`config.mk`:
```
export PLATFORM = sky130hd
export DESIGN_NAME = id_ex_stage_reg
export DESIGN_NICKNAME = d
export VERILOG_FILES = /design/src/rtl/id_ex_stage_reg.sv
export SDC_FILE = /design/constraint.sdc
export NUM_CORES = 1
export LEC_CHECK = 0
export CORE_AREA = 3 3 158 160
export CTS_CLUSTER_DIAMETER = 100
export DETAILED_ROUTE_END_ITERATION = 10
export DIE_AREA = 0 0 161 163
export PLACE_DENSITY_LB_ADDON = 0.05
export SLEW_MARGIN = 10
export SYNTH_ARGS = -nofsm -noshare
export SYNTH_HDL_FRONTEND = slang
export SYNTH_SLANG_ARGS = --single-unit
```
`constraint.sdc`:
```
create_clock -name clk -period 7.69 [get_ports clk]
set_input_delay 1.538 -clock clk [delete_from_list [all_inputs] [get_ports clk]]
set_output_delay 1.538 -clock clk [all_outputs]
set_load 0.1 [all_outputs]
```
`src/rtl/id_ex_stage_reg.sv`:
```
// ID/EX pipeline register with load-use bubble insertion (1-cycle D->E, StallD back to IF/ID).
// Optional macro ID_EX_PERF_EN builds the BubbleCnt performance counter; otherwise BubbleCnt is 0.
module id_ex_stage_reg #(
  parameter int LOAD_USE_BUBBLES = 1  // legal range 1..3
) (
  input  logic        clk,
  input  logic        rst,
  input  logic        FlushE,
  input  logic        RegWriteD,
  input  logic        MemWriteD,
  input  logic        LoadD,
  input  logic        BranchD,
  input  logic        JumpD,
  input  logic        ALUSrcD,
  input  logic [3:0]  ALUControlD,
  input  logic [31:0] RD1_D,
  input  logic [31:0] RD2_D,
  input  logic [31:0] ImmExtD,
  input  logic [31:0] PCD,
  input  logic [31:0] PCPlus4D,
  input  logic [4:0]  RS1_D,
  input  logic [4:0]  RS2_D,
  input  logic [4:0]  RD_D,
  output logic        RegWriteE,
  output logic        MemWriteE,
  output logic        LoadE,
  output logic        BranchE,
  output logic        JumpE,
  output logic        ALUSrcE,
  output logic [3:0]  ALUControlE,
  output logic [31:0] RD1_E,
  output logic [31:0] RD2_E,
  output logic [31:0] ImmExtE,
  output logic [31:0] PCE,
  output logic [31:0] PCPlus4E,
  output logic [4:0]  RS1_E,
  output logic [4:0]  RS2_E,
  output logic [4:0]  RD_E,
  output logic        StoreE,
  output logic        ValidE,
  output logic        StallD,
  output logic [31:0] BubbleCnt
);

  typedef enum logic {IDLE, HOLD} state_t;

  typedef struct packed {
    logic        reg_write;
    logic        mem_write;
    logic        load;
    logic        branch;
    logic        jump;
    logic        alu_src;
    logic [3:0]  alu_ctl;
    logic [31:0] rd1;
    logic [31:0] rd2;
    logic [31:0] imm;
    logic [31:0] pc;
    logic [31:0] pc_plus4;
    logic [4:0]  rs1;
    logic [4:0]  rs2;
    logic [4:0]  rd;
    logic        valid;
  } ex_t;

  state_t     state, state_nxt;
  logic [1:0] cnt, cnt_nxt;
  ex_t        ex_q, d_bus;
  logic       haz, bubble;

  assign d_bus = '{reg_write: RegWriteD, mem_write: MemWriteD, load: LoadD,
                   branch: BranchD, jump: JumpD, alu_src: ALUSrcD,
                   alu_ctl: ALUControlD, rd1: RD1_D, rd2: RD2_D, imm: ImmExtD,
                   pc: PCD, pc_plus4: PCPlus4D, rs1: RS1_D, rs2: RS2_D,
                   rd: RD_D, valid: 1'b1};

  // Conservative: any rs index match counts, whether or not the operand is used.
  assign haz = ex_q.valid & ex_q.load & (ex_q.rd != 5'd0) &
               ((ex_q.rd == RS1_D) | (ex_q.rd == RS2_D));

  assign StallD = !FlushE & (haz | (state == HOLD));

  always_ff @(posedge clk or posedge rst) begin
    if (rst) begin
      state <= IDLE;
      cnt   <= 2'd0;
    end else begin
      state <= state_nxt;
      cnt   <= cnt_nxt;
    end
  end

  always_comb begin
    state_nxt = state;
    cnt_nxt   = cnt;
    bubble    = 1'b0;
    if (FlushE) begin
      bubble    = 1'b1;
      state_nxt = IDLE;
      cnt_nxt   = 2'd0;
    end else begin
      case (state)
        IDLE: begin
          if (haz) begin
            bubble = 1'b1;
            if (LOAD_USE_BUBBLES > 1) begin
              state_nxt = HOLD;
              cnt_nxt   = 2'(LOAD_USE_BUBBLES - 1);
            end
          end
        end
        HOLD: begin
          bubble  = 1'b1;
          cnt_nxt = cnt - 2'd1;
          if (cnt == 2'd1) state_nxt = IDLE;
        end
        default: state_nxt = IDLE;
      endcase
    end
  end

  always_ff @(posedge clk or posedge rst) begin
    if (rst)         ex_q <= '0;
    else if (bubble) ex_q <= '0;
    else             ex_q <= d_bus;
  end

`ifdef ID_EX_PERF_EN
  logic [31:0] bubble_cnt;

  always_ff @(posedge clk or posedge rst) begin
    if (rst)         bubble_cnt <= 32'd0;
    else if (bubble) bubble_cnt <= bubble_cnt + 32'd1;
  end

  assign BubbleCnt = bubble_cnt;
`else
  assign BubbleCnt = 32'h0;
`endif

  assign RegWriteE   = ex_q.reg_write;
  assign MemWriteE   = ex_q.mem_write;
  assign StoreE      = ex_q.mem_write;
  assign LoadE       = ex_q.load;
  assign BranchE     = ex_q.branch;
  assign JumpE       = ex_q.jump;
  assign ALUSrcE     = ex_q.alu_src;
  assign ALUControlE = ex_q.alu_ctl;
  assign RD1_E       = ex_q.rd1;
  assign RD2_E       = ex_q.rd2;
  assign ImmExtE     = ex_q.imm;
  assign PCE         = ex_q.pc;
  assign PCPlus4E    = ex_q.pc_plus4;
  assign RS1_E       = ex_q.rs1;
  assign RS2_E       = ex_q.rs2;
  assign RD_E        = ex_q.rd;
  assign ValidE      = ex_q.valid;

endmodule

```
==> impl_metrics.yaml, run 1 <==
status:
  status: "completed"
timing:
  finClkSkew_ns: 0.0143
  setup_violations: 0
  hold-worst-slack_ns: 0.530
  final.setup.tns_ns: 0
  fmax_mhz: 185
  timing.max_slew.rel_slack_pct: 27.2
  hold_viol_final: 0
  slew_viol_final: 0
  finalCriticalPeriod_ns: 5.40
  rsz0062_at_grt: "false"
  min_period_over_period_pct: 70.2
  worst_slew_pin_slew_ns: 1.09
power:
  power_mw: 2.74
  power.density_nw_per_um2: 237
  vdd_drop_max_mv: 0.124
  leakagePower_nw: 5.19
global_routing:
  grtUsageTotal_pct: 18.6
  grt_max_degree: 133
  grt_pass1_wl_um: 37700
  antenna_found_initial: 2
  grt_pass1_vias: 6005
  gr-total-overflow: 0
logic_synthesis:
  syn_area_um2: 7240
  ys_warn_count: 0
  synth_common_cells: "dfrtp_1 (189), nand2_1 (179), a21oi_1 (176)"
  async_reset_ff_share_pct: 100
  avgSynthCellArea_um2: 10.5
  synth_ff_type: "dfrtp_1"
  ys_types: 20
  syn_inst: 688
  synthTopCellsByArea: "dfrtp_1 (65%), a21oi_1 (12%), nand2_1 (9.3%)"
  yosysMostFrequentCell: "dfrtp_1"
  seq_area_frac_synth_pct: 65.3
  synth.top_cell.area_share_pct: 65.3
  yosysTopAreaCell: "dfrtp_1"
  ys_ff_latch: 189
  synth_edf_count: 0
critical_path:
  worstReg2RegEnd: "RS1_E[3]"
  crit_required_ns: 6.15
  reg2reg_depth: 6
  rrSetupSlack_ns: 4.46
  cp-startpoint: "RS2_D[2]"
  critical_path.endpoint: "StallD"
  worstPathMaxFanout: 2
  path_class: "in2out"
  crit_arrival_ns: 3.86
  endpoint_kind: "output pin"
  r2r_start: "RD_E[1]"
  startpoint_type: "input pin"
finish:
  final_util_pct: 49.0
  fill_cells: 2278
  drive_gt1_share_pct: 4.14
  fin_nets: 1214
  fin_area_um2: 11500
  area_growth_syn_to_layout_pct: 59.4
routing:
  wirelength_um: 25100
  drc: 0
  wire_per_inst_um: 18.5
  dr.pass1.iters: 5
  vias_per_cell: 4.45
  drt_iter0_markers: 434
  vias: 6049
  antenna_left: 0
floorplanning:
  die_w_um: 161
  die_area_um2: 26200
  start_util_pct: 30.8
  core_um2: 23500
  die_y_um: 163
  io_pins: 408
  rows: 56
clock_tree:
  numCtsBuffers: 17
  clkSinkCount: 189
  ctsResizeCount: 0
  htreeDepth: 4
  clock_latency_ns: 0.43
  cts_setup_buffers: 0
  cts_max_path_buffers: 2
  holdBufCountCts: 0
  cts_root_buffer: "clkbuf_16"
  cts_tree: "built"
  cts.clk_slew.worst_paths_ns: 0.07
hold_path:
  min_path_type: "reg2reg"
  hold_start: "cnt[1]"
placement:
  globalplace.congestion: 0.779
  dp_hpwl_um: 16800
  port_buffers: 375
  dpl_cell_area_um2: 11000
job:
  maxCapViolCount: 0
report_power, final:
group	internal, mW	switching, mW
sequential	1.04	0.0166
combinational	0.199	0.603
clock	0.457	0.422
total	1.70	1.04
sequential cells by signal, summed over array words and instances (netlist names), 2 cells and up:
name,count
RD_E,5
PCPlus4E,32
ALUControlE,4
RD2_E,32
RS1_E,5
PCE,32
cnt,2
RD1_E,32
RS2_E,5
ImmExtE,32
critical path, cell delays in order:
cell             delay [ns]
clkdlybuf4s50_1        0.53
xnor2_1                0.14
nand3_1                0.13
o22ai_4                0.19
a32o_1                 0.19
clkdlybuf4s50_1        1.13
routing by layer:
metal	GRT usage (%)	part of all wire [%]	up-vias
met1	21.8	38	2923
met3	7.71	9.7	24
met5	0	0.052	-
met4	5.08	1.6	2
met2	31.7	50	263
li1	-	-	2837
cells in the final DEF (no fill, tap or decap), drive strengths merged:
cell type | netlist | final
mux2i | 1 | 1
nor3 | 1 | 1
diode | 0 | 1
ha | 1 | 1
or2 | 1 | 1
clkbuf | 24 | 20
nand3 | 2 | 2
and3 | 2 | 2
clkdlybuf4s50 | 0 | 375
clkinv | 0 | 4
nor2 | 5 | 5
conb | 1 | 32
xnor2 | 11 | 11
a21oi | 176 | 176
nand2 | 179 | 179
buf | 70 | 6
a32o | 1 | 1
inv | 13 | 21
a211oi | 10 | 10
dfrtp | 189 | 189
o22ai | 1 | 1
final cells by class:
class	count	area [um^2]	area share [%]
tap	319	399	3.46
inverter	13	56.3	0.488
clock inverter	12	115	0.997
antenna	1	2.50	0.0217
clock buffer	20	467	4.04
sequential	189	4730	41.0
timing repair buffer	381	3810	33.0
multi-input combinational	423	1960	17.0
worst min-delay path by stage:
stage          slack, ns  depth (start not counted)      to
6_report            0.53                          2  cnt[1]
5_1_grt             0.60                          2  cnt[1]
4_1_cts             0.54                          2  cnt[1]
3_5_place_dp        0.52                          2  cnt[1]
3_3_place_gp        0.53                          2  cnt[1]
2_1_floorplan       0.49                          2  cnt[1]
cell families (layout without fill, tap and decap cells):
group                    after synthesis  in the layout  synth area share [%]
buffers and inverters                107            426                  9.47
adder cells (fa/ha/maj)                1              1                 0.173
AND/OR/NAND/NOR                      190            190                  10.0
other                                  1             33                0.0518
XOR/XNOR                              11             11                  1.33
AO/OA/AOI/OAI                        188            188                  13.5
flip-flops                           189            189                  65.3
multiplexers                           1              1                 0.138
metrics by stage:
stage	worst slack, ns	instances
global placement	2.30	1325
finish	2.29	1358
CTS	2.29	1357
global route	2.17	1358
floorplan	1.01	719
detailed placement	2.30	1325
Power figures use the tool's default switching activity.
==> run 2: changes to the inputs <==
clock period = 5.5 ns   (was 7.69 ns; I/O delays follow)
==> run 2 against run 1 <==
  * First-iteration DRC count decreased by 0.92%
  * Critical endpoint unchanged
  * Largest power group unchanged
  * Via count decreased by 1.0%
  * Design area about the same
  * Critical path depth unchanged
  * Sequential share of layout area about the same
  * Highest routed layer is now met4
  * Cell count about the same
  * Power increased by 40%
==> impl_metrics.yaml, run 2 (same netlist as run 1, synthesis figures left out) <==
status:
  status: "completed"
clock_tree:
  numCtsBuffers: 17
  cts_max_path_buffers: 2
  htreeDepth: 4
  cts_tree: "built"
  holdBufCountCts: 0
  clkSinkCount: 189
  cts_setup_buffers: 0
  clock_latency_ns: 0.42
  cts_root_buffer: "clkbuf_16"
  cts.clk_slew.worst_paths_ns: 0.07
  ctsResizeCount: 0
placement:
  dp_hpwl_um: 16500
  port_buffers: 375
  placed_cells: 1325
  dpl_cell_area_um2: 11000
  globalplace.congestion: 0.779
power:
  power.switching_fraction_pct: 38.1
  p_switching_mw: 1.46
  intPower_mw: 2.37
  vdd_drop_max_mv: 0.167
  clkPwrFrac_pct: 31.9
  power.density_nw_per_um2: 331
  seq_power_share_pct: 38.8
  leakagePower_nw: 5.18
  combPwrFrac_pct: 29.4
finish:
  final_common_cell: "clkdlybuf4s50_1"
  fill_cells: 2260
  fin_area_um2: 11500
  fin_nets: 1214
  multiInputGateArea_um2: 1960
  instances_no_fill: 1359
  area_growth_syn_to_layout_pct: 59.4
  drive_gt1_share_pct: 4.14
  regArea_um2: 4730
  final_cell_mix: "clkdlybuf4s50_1 (374), dfrtp_1 (189), nand2_1 (179)"
floorplanning:
  die_area_um2: 26200
  rows: 56
  die_w_um: 161
  core_um2: 23500
  io_pins: 408
  start_util_pct: 30.8
  die_y_um: 163
routing:
  antenna_left: 0
  dr.pass1.iters: 4
  drt_iter0_markers: 430
  drc: 0
  vias_per_cell: 4.41
  wire_per_inst_um: 18.2
  vias: 5987
  wirelength_um: 24800
hold_path:
  hold_start: "cnt[1]"
  min_path_type: "reg2reg"
global_routing:
  grt_max_degree: 170
  grt_pass1_wl_um: 37100
  antenna_found_initial: 2
  gr-total-overflow: 0
  grtUsageTotal_pct: 18.4
  grt_pass1_vias: 5937
critical_path:
  cp-startpoint: "RS2_D[2]"
  path_class: "in2out"
  endpoint_kind: "output pin"
  startpoint_type: "input pin"
  crit_arrival_ns: 3.09
  rrSetupSlack_ns: 2.82
  r2r_start: "RD_E[4]"
  worstPathMaxFanout: 25
  crit_required_ns: 4.40
timing:
  setup_violations: 0
  min_period_over_period_pct: 76.1
  timing.max_slew.rel_slack_pct: 23.5
  hold_viol_final: 0
  finClkSkew_ns: 0.00958
  final.setup.tns_ns: 0
  finalCriticalPeriod_ns: 4.19
  hold-worst-slack_ns: 0.540
  worst_slew_pin_slew_ns: 1.15
  fmax_mhz: 239
  slew_viol_final: 0
  rsz0062_at_grt: "false"
job:
  maxCapViolCount: 0
-- run 2: cell types whose count changed in the layout (fill, tap and decap cells not counted) --
cell             previous run  this run
clkdlybuf4s50_1           375       374
clkinv_4                    4         3
inv_8                       5         6
clkinvlp_4                  0         2
clkbuf_1                    0         1
clkbuf_8                    3         2
diode_2                     1         2
inv_6                       4         2
buf_12                      1         2
-- run 2: worst paths after layout --
kind	end	cells after the start
worst max-delay path	StallD	6
min in group asynchronous	RD2_E[29]	2
worst min register to register	cnt[1]	2
worst min-delay path	cnt[1]	2
worst max register to register	RS1_E[0]	5
max in group asynchronous	PCPlus4E[27]	3
-- run 2: stage by stage --
stage / util (%) / total power, mW / worst slack (ns)
2_1_floorplan: - / 2.32 / 1.77
3_3_place_gp: 46.6 / 2.64 / 1.31
3_5_place_dp: 46.6 / 2.64 / 1.31
4_1_cts: 49.0 / 3.87 / 1.30
5_1_grt: 49.0 / 3.96 / 1.14
6_report: 49.0 / 3.82 / 1.31
-- run 2: layout make-up --
cell class                 count  share of cell area (%)
tap                          319                    3.46
inverter                      13                   0.455
timing repair buffer         381                    33.1
clock buffer                  20                    3.96
antenna                        2                  0.0434
sequential                   189                    41.0
multi-input combinational    423                    17.0
clock inverter                12                    1.03
-- run 2: critical path: stages --
cell	delay, ns
clkdlybuf4s50_1	0.51
xnor2_1	0.13
nand3_1	0.14
o22ai_4	0.63
a32o_1	0.27
buf_4	0.29
-- run 2: power groups by stage --
| stage | sequential [mW] | clock [mW] | combinational, mW |
|---|---|---|---|
| floorplan | 2.05 | 0 | 0.270 |
| global placement | 1.51 | 0 | 1.13 |
| detailed placement | 1.51 | 0 | 1.13 |
| CTS | 1.48 | 1.26 | 1.13 |
| global route | 1.49 | 1.31 | 1.17 |
| finish | 1.48 | 1.22 | 1.12 |
-- run 2: per-layer routing --
metal  vias up  GRT usage [%]  share of wire, %
li1       2833              -                 -
met1      2870           22.5                39
met2       256           30.8                50
met3        28           5.85               8.4
met4         0           6.30               2.4
met5         -              0                 0
==> run 3: changes to the inputs <==
clock period = 3.95 ns   (was 5.5 ns; I/O delays follow)
==> run 3 against run 2 <==
  * Cell count fell by 0.15%
  * Count of clock-buffer cells in the layout down 2
  * Combinational power rose by 40%
  * Register-to-register slack worse by 1.0 ns
  * Worst setup slack lost 0.42 ns
  * Clock skew grew 0.0013 ns
  * Routed wire length grew 0.62%
  * Sequential power is 39% higher
  * Clock power increased by 45%
  * Core utilization grew 0.25 points
  * Largest power group unchanged
==> impl_metrics.yaml, run 3 (same netlist as run 1, synthesis figures left out) <==
timing:
  hold_viol_final: 0
  min_period_over_period_pct: 77.5
  slew_viol_final: 0
  worst_slew_pin_slew_ns: 1.07
  timing.max_slew.rel_slack_pct: 28.3
  finalWorstSetupSlack_ns: 0.890
  finClkSkew_ns: 0.0108
  finalCriticalPeriod_ns: 3.06
  fmax_mhz: 327
  setup_violations: 0
  final.setup.tns_ns: 0
  rsz0062_at_grt: "false"
hold_path:
  holdPathStages: 2
  whs_endpoint: "cnt[1]"
  min_path_type: "reg2reg"
  hold_start: "cnt[1]"
clock_tree:
  cts_max_path_buffers: 2
  cts_root_buffer: "clkbuf_16"
  htreeDepth: 4
  ctsResizeCount: 0
  holdBufCountCts: 0
  clkSinkCount: 189
  numCtsBuffers: 17
  cts_setup_buffers: 0
  cts_tree: "built"
  clock_latency_ns: 0.42
  cts.clk_slew.worst_paths_ns: 0.07
floorplanning:
  die_y_um: 163
  die_w_um: 161
  die_area_um2: 26200
  rows: 56
  io_pins: 408
  core_um2: 23500
  start_util_pct: 30.8
power:
  power.density_nw_per_um2: 466
  vdd_drop_max_mv: 0.269
  leakagePower_nw: 5.20
finish:
  fin_area_um2: 11600
  final_cell_mix: "clkdlybuf4s50_1 (374), dfrtp_1 (189), nand2_1 (179)"
  fin_nets: 1215
  final_common_cell: "clkdlybuf4s50_1"
  drive_gt1_share_pct: 4.05
  area_growth_syn_to_layout_pct: 60.3
  fill_cells: 2282
  regArea_um2: 4730
  multiInputGateArea_um2: 1960
status:
  status: "completed"
global_routing:
  grtUsageTotal_pct: 18.6
  antenna_found_initial: 1
  grt_pass1_wl_um: 37300
  gr-total-overflow: 0
  grt_pass1_vias: 5897
  grt_max_degree: 187
placement:
  globalplace.congestion: 0.722
  port_buffers: 375
  preCtsSetupSlack_ns: 0.897
  dpl_cell_area_um2: 11000
  dp_hpwl_um: 16400
job:
  maxCapViolCount: 0
critical_path:
  rrSetupSlack_ns: 1.79
  endpoint_kind: "output pin"
  worstReg2RegEnd: "PCPlus4E[26]"
  reg2reg_depth: 5
  path_buf_inv: 2
  critical-path-top-delay-family: "buffers and inverters"
  worstPathMaxFanout: 2
  crit_slowest_cell: "clkdlybuf4s50_1"
  startpoint_type: "input pin"
  cp-startpoint: "RS2_D[2]"
  r2r_start: "RD_E[4]"
  cp_cell_sequence: "clkdlybuf4s50_1, xnor2_1, nand3_1, o22ai_4, a32o_1, buf_12"
  crit_required_ns: 3.16
  cpPeakStageDelay_ns: 0.52
  crit_arrival_ns: 2.27
  path_class: "in2out"
routing:
  antenna_left: 0
  drc: 0
  dr.pass1.iters: 4
  wirelength_um: 24900
  drt_iter0_markers: 422
  wire_per_inst_um: 18.4
  vias: 5977
  vias_per_cell: 4.40
run 3: per-stage QoR:
step	utilization [%]	hold slack, ns	std cells	total power, mW
after floorplan	-	0.486	719	3.23
after global placement	46.8	0.510	1326	3.68
after detailed placement	46.8	0.513	1326	3.68
after CTS	49.3	0.529	1356	5.47
after global routing	49.3	0.567	1357	5.61
final	49.3	0.526	1357	5.40
run 3: where the power goes:
group,switching (mW),total (mW),internal (mW)
Combinational,1.18,1.57,0.391
Sequential,0.0306,2.06,2.03
Clock,0.770,1.77,1.00
run 3: cell type report:
type,count,share of cell area [%]
Multi-Input combinational cell,423,16.9
Antenna cell,1,0.0216
Clock buffer,18,3.70
Sequential cell,189,40.8
Tap cell,319,3.44
Timing Repair Buffer,382,33.3
Clock inverter,12,1.40
Inverter,13,0.453
run 3: worst max path at each step:
stage / slack [ns] / to / cells past startpoint
final: 0.89 / StallD / 6
after CTS: 0.89 / StallD / 6
after global placement: 0.91 / StallD / 6
after floorplan: 0.60 / StallD / 5
after global routing: 0.80 / StallD / 6
after detailed placement: 0.90 / StallD / 6
run 3: routing by layer:
layer	routed length, um	GRT usage, %	vias to the layer above
li1	-	-	2837
met1	9790	22.1	2863
met2	12500	31.8	251
met3	2150	6.13	26
met4	521	6.30	0
met5	0	0	-
run 3: worst min-delay path, stage by stage (launching register included):
cell	delay [ns]
dfrtp_1	0.34
mux2i_1	0.07
nor2_1	0.08
